==> config.mk <==
export PLATFORM = sky130hd
export DESIGN_NAME = uart_alu_sequencer
export DESIGN_NICKNAME = d
export VERILOG_FILES = /design/src/rtl/uart_alu_sequencer.sv
export SDC_FILE = /design/constraint.sdc
export NUM_CORES = 1
export LEC_CHECK = 0
export CAP_MARGIN = 20
export CORE_AREA = 2 2 89 91
export DETAILED_ROUTE_END_ITERATION = 6
export DIE_AREA = 0 0 91 93
export GPL_ROUTABILITY_DRIVEN = 0
export HOLD_SLACK_MARGIN = 0.02
export PLACE_DENSITY = 0.59
export SKIP_CTS_REPAIR_TIMING = 1
export SLEW_MARGIN = 10
export SYNTH_ARGS = -nofsm -noshare
export SYNTH_HDL_FRONTEND = slang
export SYNTH_SLANG_ARGS = --single-unit
==> constraint.sdc <==
create_clock -name clk -period 3.31 [get_ports clk]
set_clock_uncertainty 0.2 [all_clocks]
set_input_delay 0.993 -clock clk [delete_from_list [all_inputs] [get_ports clk]]
set_output_delay 0.993 -clock clk [all_outputs]
set_load 0.01 [all_outputs]
==> src/rtl/uart_alu_sequencer.sv <==
// Frame controller between UART rx/tx and a combinational ALU: collects A, B, opcode,
// sends the result byte. Optional trailing checksum byte when UART_ALU_CHKSUM_EN is defined.
module uart_alu_sequencer #(
    parameter int DATA_W      = 8,
    parameter int OP_W        = 6,
    parameter int TIMEOUT_CYC = 100000
) (
    input  logic              clk,
    input  logic              reset,
    input  logic              i_rx_done_tick,
    input  logic [DATA_W-1:0] i_rx_data,
    input  logic              i_tx_done_tick,
    input  logic [DATA_W-1:0] i_alu_res,
    output logic [DATA_W-1:0] o_alu_a,
    output logic [DATA_W-1:0] o_alu_b,
    output logic [OP_W-1:0]   o_alu_op,
    output logic              o_tx_start,
    output logic [DATA_W-1:0] o_tx_data,
    output logic              o_busy,
    output logic              o_frame_err
);

    localparam int CNT_W = (TIMEOUT_CYC > 1) ? $clog2(TIMEOUT_CYC) : 1;
    localparam logic [CNT_W-1:0] CNT_LAST = CNT_W'(TIMEOUT_CYC - 1);

    typedef enum logic [2:0] {
        IDLE,
        GET_B,
        GET_OP,
        CALC,
        WAIT_TX
`ifdef UART_ALU_CHKSUM_EN
        ,
        SEND_CHK,
        WAIT_CHK
`endif
    } state_t;

    state_t            r_state;
    logic [CNT_W-1:0]  r_cnt;
    logic [DATA_W-1:0] r_alu_a;
    logic [DATA_W-1:0] r_alu_b;
    logic [OP_W-1:0]   r_alu_op;
    logic              r_tx_start;
    logic [DATA_W-1:0] r_tx_data;
    logic              r_busy;
    logic              r_frame_err;

    wire w_timeout = (r_cnt == CNT_LAST);

`ifdef UART_ALU_CHKSUM_EN
    function automatic logic [DATA_W-1:0] f_chksum(input logic [DATA_W-1:0] a,
                                                    input logic [DATA_W-1:0] b,
                                                    input logic [OP_W-1:0]   op,
                                                    input logic [DATA_W-1:0] res);
        return a ^ b ^ DATA_W'(op) ^ res;
    endfunction
`endif

    always_ff @(posedge clk) begin
        if (reset) begin
            r_state     <= IDLE;
            r_cnt       <= '0;
            r_alu_a     <= '0;
            r_alu_b     <= '0;
            r_alu_op    <= '0;
            r_tx_start  <= 1'b0;
            r_tx_data   <= '0;
            r_busy      <= 1'b0;
            r_frame_err <= 1'b0;
        end else begin
            r_tx_start  <= 1'b0;
            r_frame_err <= 1'b0;
            case (r_state)
                IDLE: begin
                    r_cnt <= '0;
                    if (i_rx_done_tick) begin
                        r_alu_a <= i_rx_data;
                        r_state <= GET_B;
                    end
                end
                GET_B: begin
                    // An arriving byte beats the timeout on the same cycle.
                    if (i_rx_done_tick) begin
                        r_alu_b <= i_rx_data;
                        r_cnt   <= '0;
                        r_state <= GET_OP;
                    end else if (w_timeout) begin
                        r_cnt       <= '0;
                        r_frame_err <= 1'b1;
                        r_state     <= IDLE;
                    end else begin
                        r_cnt <= r_cnt + 1'b1;
                    end
                end
                GET_OP: begin
                    if (i_rx_done_tick) begin
                        r_alu_op <= i_rx_data[OP_W-1:0];
                        r_cnt    <= '0;
                        r_busy   <= 1'b1;
                        r_state  <= CALC;
                    end else if (w_timeout) begin
                        r_cnt       <= '0;
                        r_frame_err <= 1'b1;
                        r_state     <= IDLE;
                    end else begin
                        r_cnt <= r_cnt + 1'b1;
                    end
                end
                CALC: begin
                    r_tx_data  <= i_alu_res;
                    r_tx_start <= 1'b1;
                    r_state    <= WAIT_TX;
                end
                WAIT_TX: begin
                    if (i_tx_done_tick) begin
`ifdef UART_ALU_CHKSUM_EN
                        r_state <= SEND_CHK;
`else
                        r_busy  <= 1'b0;
                        r_state <= IDLE;
`endif
                    end
                end
`ifdef UART_ALU_CHKSUM_EN
                SEND_CHK: begin
                    // r_tx_data still holds the result byte just sent.
                    r_tx_data  <= f_chksum(r_alu_a, r_alu_b, r_alu_op, r_tx_data);
                    r_tx_start <= 1'b1;
                    r_state    <= WAIT_CHK;
                end
                WAIT_CHK: begin
                    if (i_tx_done_tick) begin
                        r_busy  <= 1'b0;
                        r_state <= IDLE;
                    end
                end
`endif
                default: begin
                    r_busy  <= 1'b0;
                    r_state <= IDLE;
                end
            endcase
        end
    end

    assign o_alu_a     = r_alu_a;
    assign o_alu_b     = r_alu_b;
    assign o_alu_op    = r_alu_op;
    assign o_tx_start  = r_tx_start;
    assign o_tx_data   = r_tx_data;
    assign o_busy      = r_busy;
    assign o_frame_err = r_frame_err;

endmodule

==> out/qor.txt <==
Max Cap Violations = 0
Grt met1 use = 0.168
Fin nets = 310
Slowest library cell on the worst path = clkdlybuf4s50_1
H-tree Lvls = 2
Leak = 1.02 nW
Total Routing Usage GR = 0.126
Worst hold start = o_alu_a[3]
CP Cell Sequence = clkdlybuf4s50_1 -> nor3_2 -> a31oi_1 -> clkbuf_4 -> a21oi_1
First drt pass iteration count = 4
F_max = 393 MHz
Vias in the first global route = 1771
# diodes = 0
Vias/cell = 4.68
CP endpoint kind = register
Initial detailed-routing violation count = 108
Rows = 32
WP buf/inv = 2
Most common cell after layout, fill and taps aside = dfxtp_1
Fin crit period = 2.55 ns
CTS sink cnt = 53
CTS tree = done
Die span in y = 93 um
Global route hottest layer = met2
Synth Net Count = 260
Largest net degree at the start of global routing = 37
Final ANT Viol Nets = 0
Share of the clock period used by the worst path after layout = 0.770
Worst vdd ir = 0.250 mV
Worst Path Max Fanout = 10
First-pass GRT wire length = 8670 um
Met2 Use GR = 0.180
Register area share after synthesis = 0.486
Worst-margin pin slew = 0.579 ns
Worst hold stages = 2
Initial Util = 0.290
WL per Instance = 12.9 um
Setup TNS Final = 0 ns
Layout cell share with drive strength beyond 1 = 0.0724
IO Pins = 53
Fin util = 0.387
Largest stage delay, worst path = 0.50 ns
Clock latency on the worst-skew pair = 0.30 ns
DR vias = 1835
Hold WS = 0.259 ns
Met3 Use GR = 0.0620
Slew headroom = 0.613
Final setup viols = 0
Reg-to-Reg Start = r_cnt[0]
Initial antenna violation count = 0
GR Overflow Total = 0
Max-slew violation count = 0
DP Wirelength = 3450 um
Die W = 91 um
Core footprint = 7530 um^2
Outcome = completed
PD cells = 399 nW/um^2
Hold Violations, Final = 0
Buffer depth of the longest clock path = 2
Critical path class = input pin to register
Routed wire length = 5060 um
Syn Area/Cell = 9.14 um^2
Worst Hold End = o_alu_a[3]
Die ar. = 8460 um^2
Clock root buffer = clkbuf_8
Worst EP arrival = 2.59 ns
Delay-heaviest family, CP = buffers and inverters
P&R area growth vs syn = 33.4%
Cts bufs inserted = 5
Setup crit start kind = input pin
Crit. Startpoint = i_rx_done_tick
Yosys cell types = 38
Synth Cell Area = 2180 um^2
R2r endpoint = r_cnt[16]
Synth Warn # = 0
RSZ-0062 raised after global routing = false
Register-to-register setup slack = 1.06 ns
CP required = 3.35 ns
IO Port Bufs = 52
Reg clk slew, reported paths = 0.10 ns
Synth Instances = 239
Most frequent cells in the layout = dfxtp_1, clkdlybuf4s50_1, nor2_1
Post-synthesis sequential element count = 53
Overall Power = 1.16 mW
Register-to-Register Path Depth = 6
Drc violations = 0
Worst Hold Class = register to register
## worst max path at each step
stage / to / slack [ns] / cells after the start
after floorplan: r_cnt[14] / 1.17 / 3
after global placement: r_cnt[5] / 0.31 / 4
after detailed placement: r_cnt[9] / 0.21 / 4
after CTS: r_cnt[9] / 0.54 / 4
after global routing: r_cnt[3] / 0.57 / 5
final: r_cnt[16] / 0.76 / 5
## logic make-up (layout without fill, tap and decap cells)
| family | count (synthesis) | after routing | share of synthesized area |
|---|---|---|---|
| muxes | 22 | 22 | 0.101 |
| AOI/OAI and AO/OA | 31 | 31 | 0.0871 |
| buffers and inverters | 20 | 71 | 0.0372 |
| DFF | 53 | 53 | 0.486 |
| adders and majority gates | 1 | 1 | 0.00573 |
| and+or+nand+nor | 104 | 104 | 0.251 |
| xor gates and xnor gates | 8 | 8 | 0.0321 |
## per-stage QoR
stage | setup WS, ns | area (um^2) | instances
final | 0.763 | 2910 | 392
after global routing | 0.571 | 2910 | 392
after CTS | 0.542 | 2910 | 391
after detailed placement | 0.215 | 2810 | 383
after global placement | 0.313 | 2810 | 383
after floorplan | 1.17 | 2180 | 239
## metal layers
metal / vias to the layer above / part of all wire
li1: 941 / -
met1: 839 / 0.48
met2: 53 / 0.42
met3: 2 / 0.090
met4: 0 / 0.0045
met5: - / 0
## flip-flops by register name, indices dropped and copies added (netlist names)
register     flops
o_busy           1
o_alu_a          8
o_tx_data        8
r_state          3
o_tx_start       1
o_alu_b          8
o_alu_op         6
o_frame_err      1
r_cnt           17
## synth_stat cells, drive strengths merged
cell type	instances	share of area
inv	6	0.010
nand3b	1	0.0034
nor3	6	0.016
a32oi	2	0.0080
or4b	1	0.0046
clkbuf	9	0.015
nor2b	1	0.0029
nand2b	1	0.0029
buf	5	0.011
a31o	1	0.0040
o41a	1	0.0052
o21ai	5	0.011
and4	1	0.0046
and4b	1	0.0046
nand4	10	0.036
nor4	3	0.0086
xnor2	6	0.024
o31ai	1	0.0034
nor2	34	0.058
a21o	1	0.0034
xor2	2	0.0080
nor4b	3	0.012
nand3	5	0.011
a21oi	16	0.037
or4	4	0.017
nor4bb	1	0.0046
ha	1	0.0057
nor3b	3	0.010
a211oi	2	0.0069
nand2	25	0.043
dfxtp	53	0.49
o221a	1	0.0052
mux2i	22	0.10
or3	4	0.011
a31oi	1	0.0029
## report_power, final
group	internal, mW	leakage [nW]	switching [mW]
Combinational	0.0625	0.544	0.0535
Sequential	0.652	0.429	0.0117
Clock	0.170	0.0512	0.212
Total	0.885	1.02	0.277
## final cells by class
| cell class | instances | area (um^2) |
|---|---|---|
| clock buffers | 6 | 82.6 |
| flip-flops and latches | 53 | 1060 |
| repair buffers | 57 | 558 |
| clock inverters | 2 | 13.8 |
| inverters | 6 | 22.5 |
| multi-input cells | 166 | 1050 |
| fillers | 812 | 4610 |
| well taps | 102 | 128 |
## tightest hold or removal path: stages, from the launching register on
cell and delay [ns]:
dfxtp_1 0.32, nand2_1 0.05, a21oi_1 0.05
(Power assumes the default switching activity.)
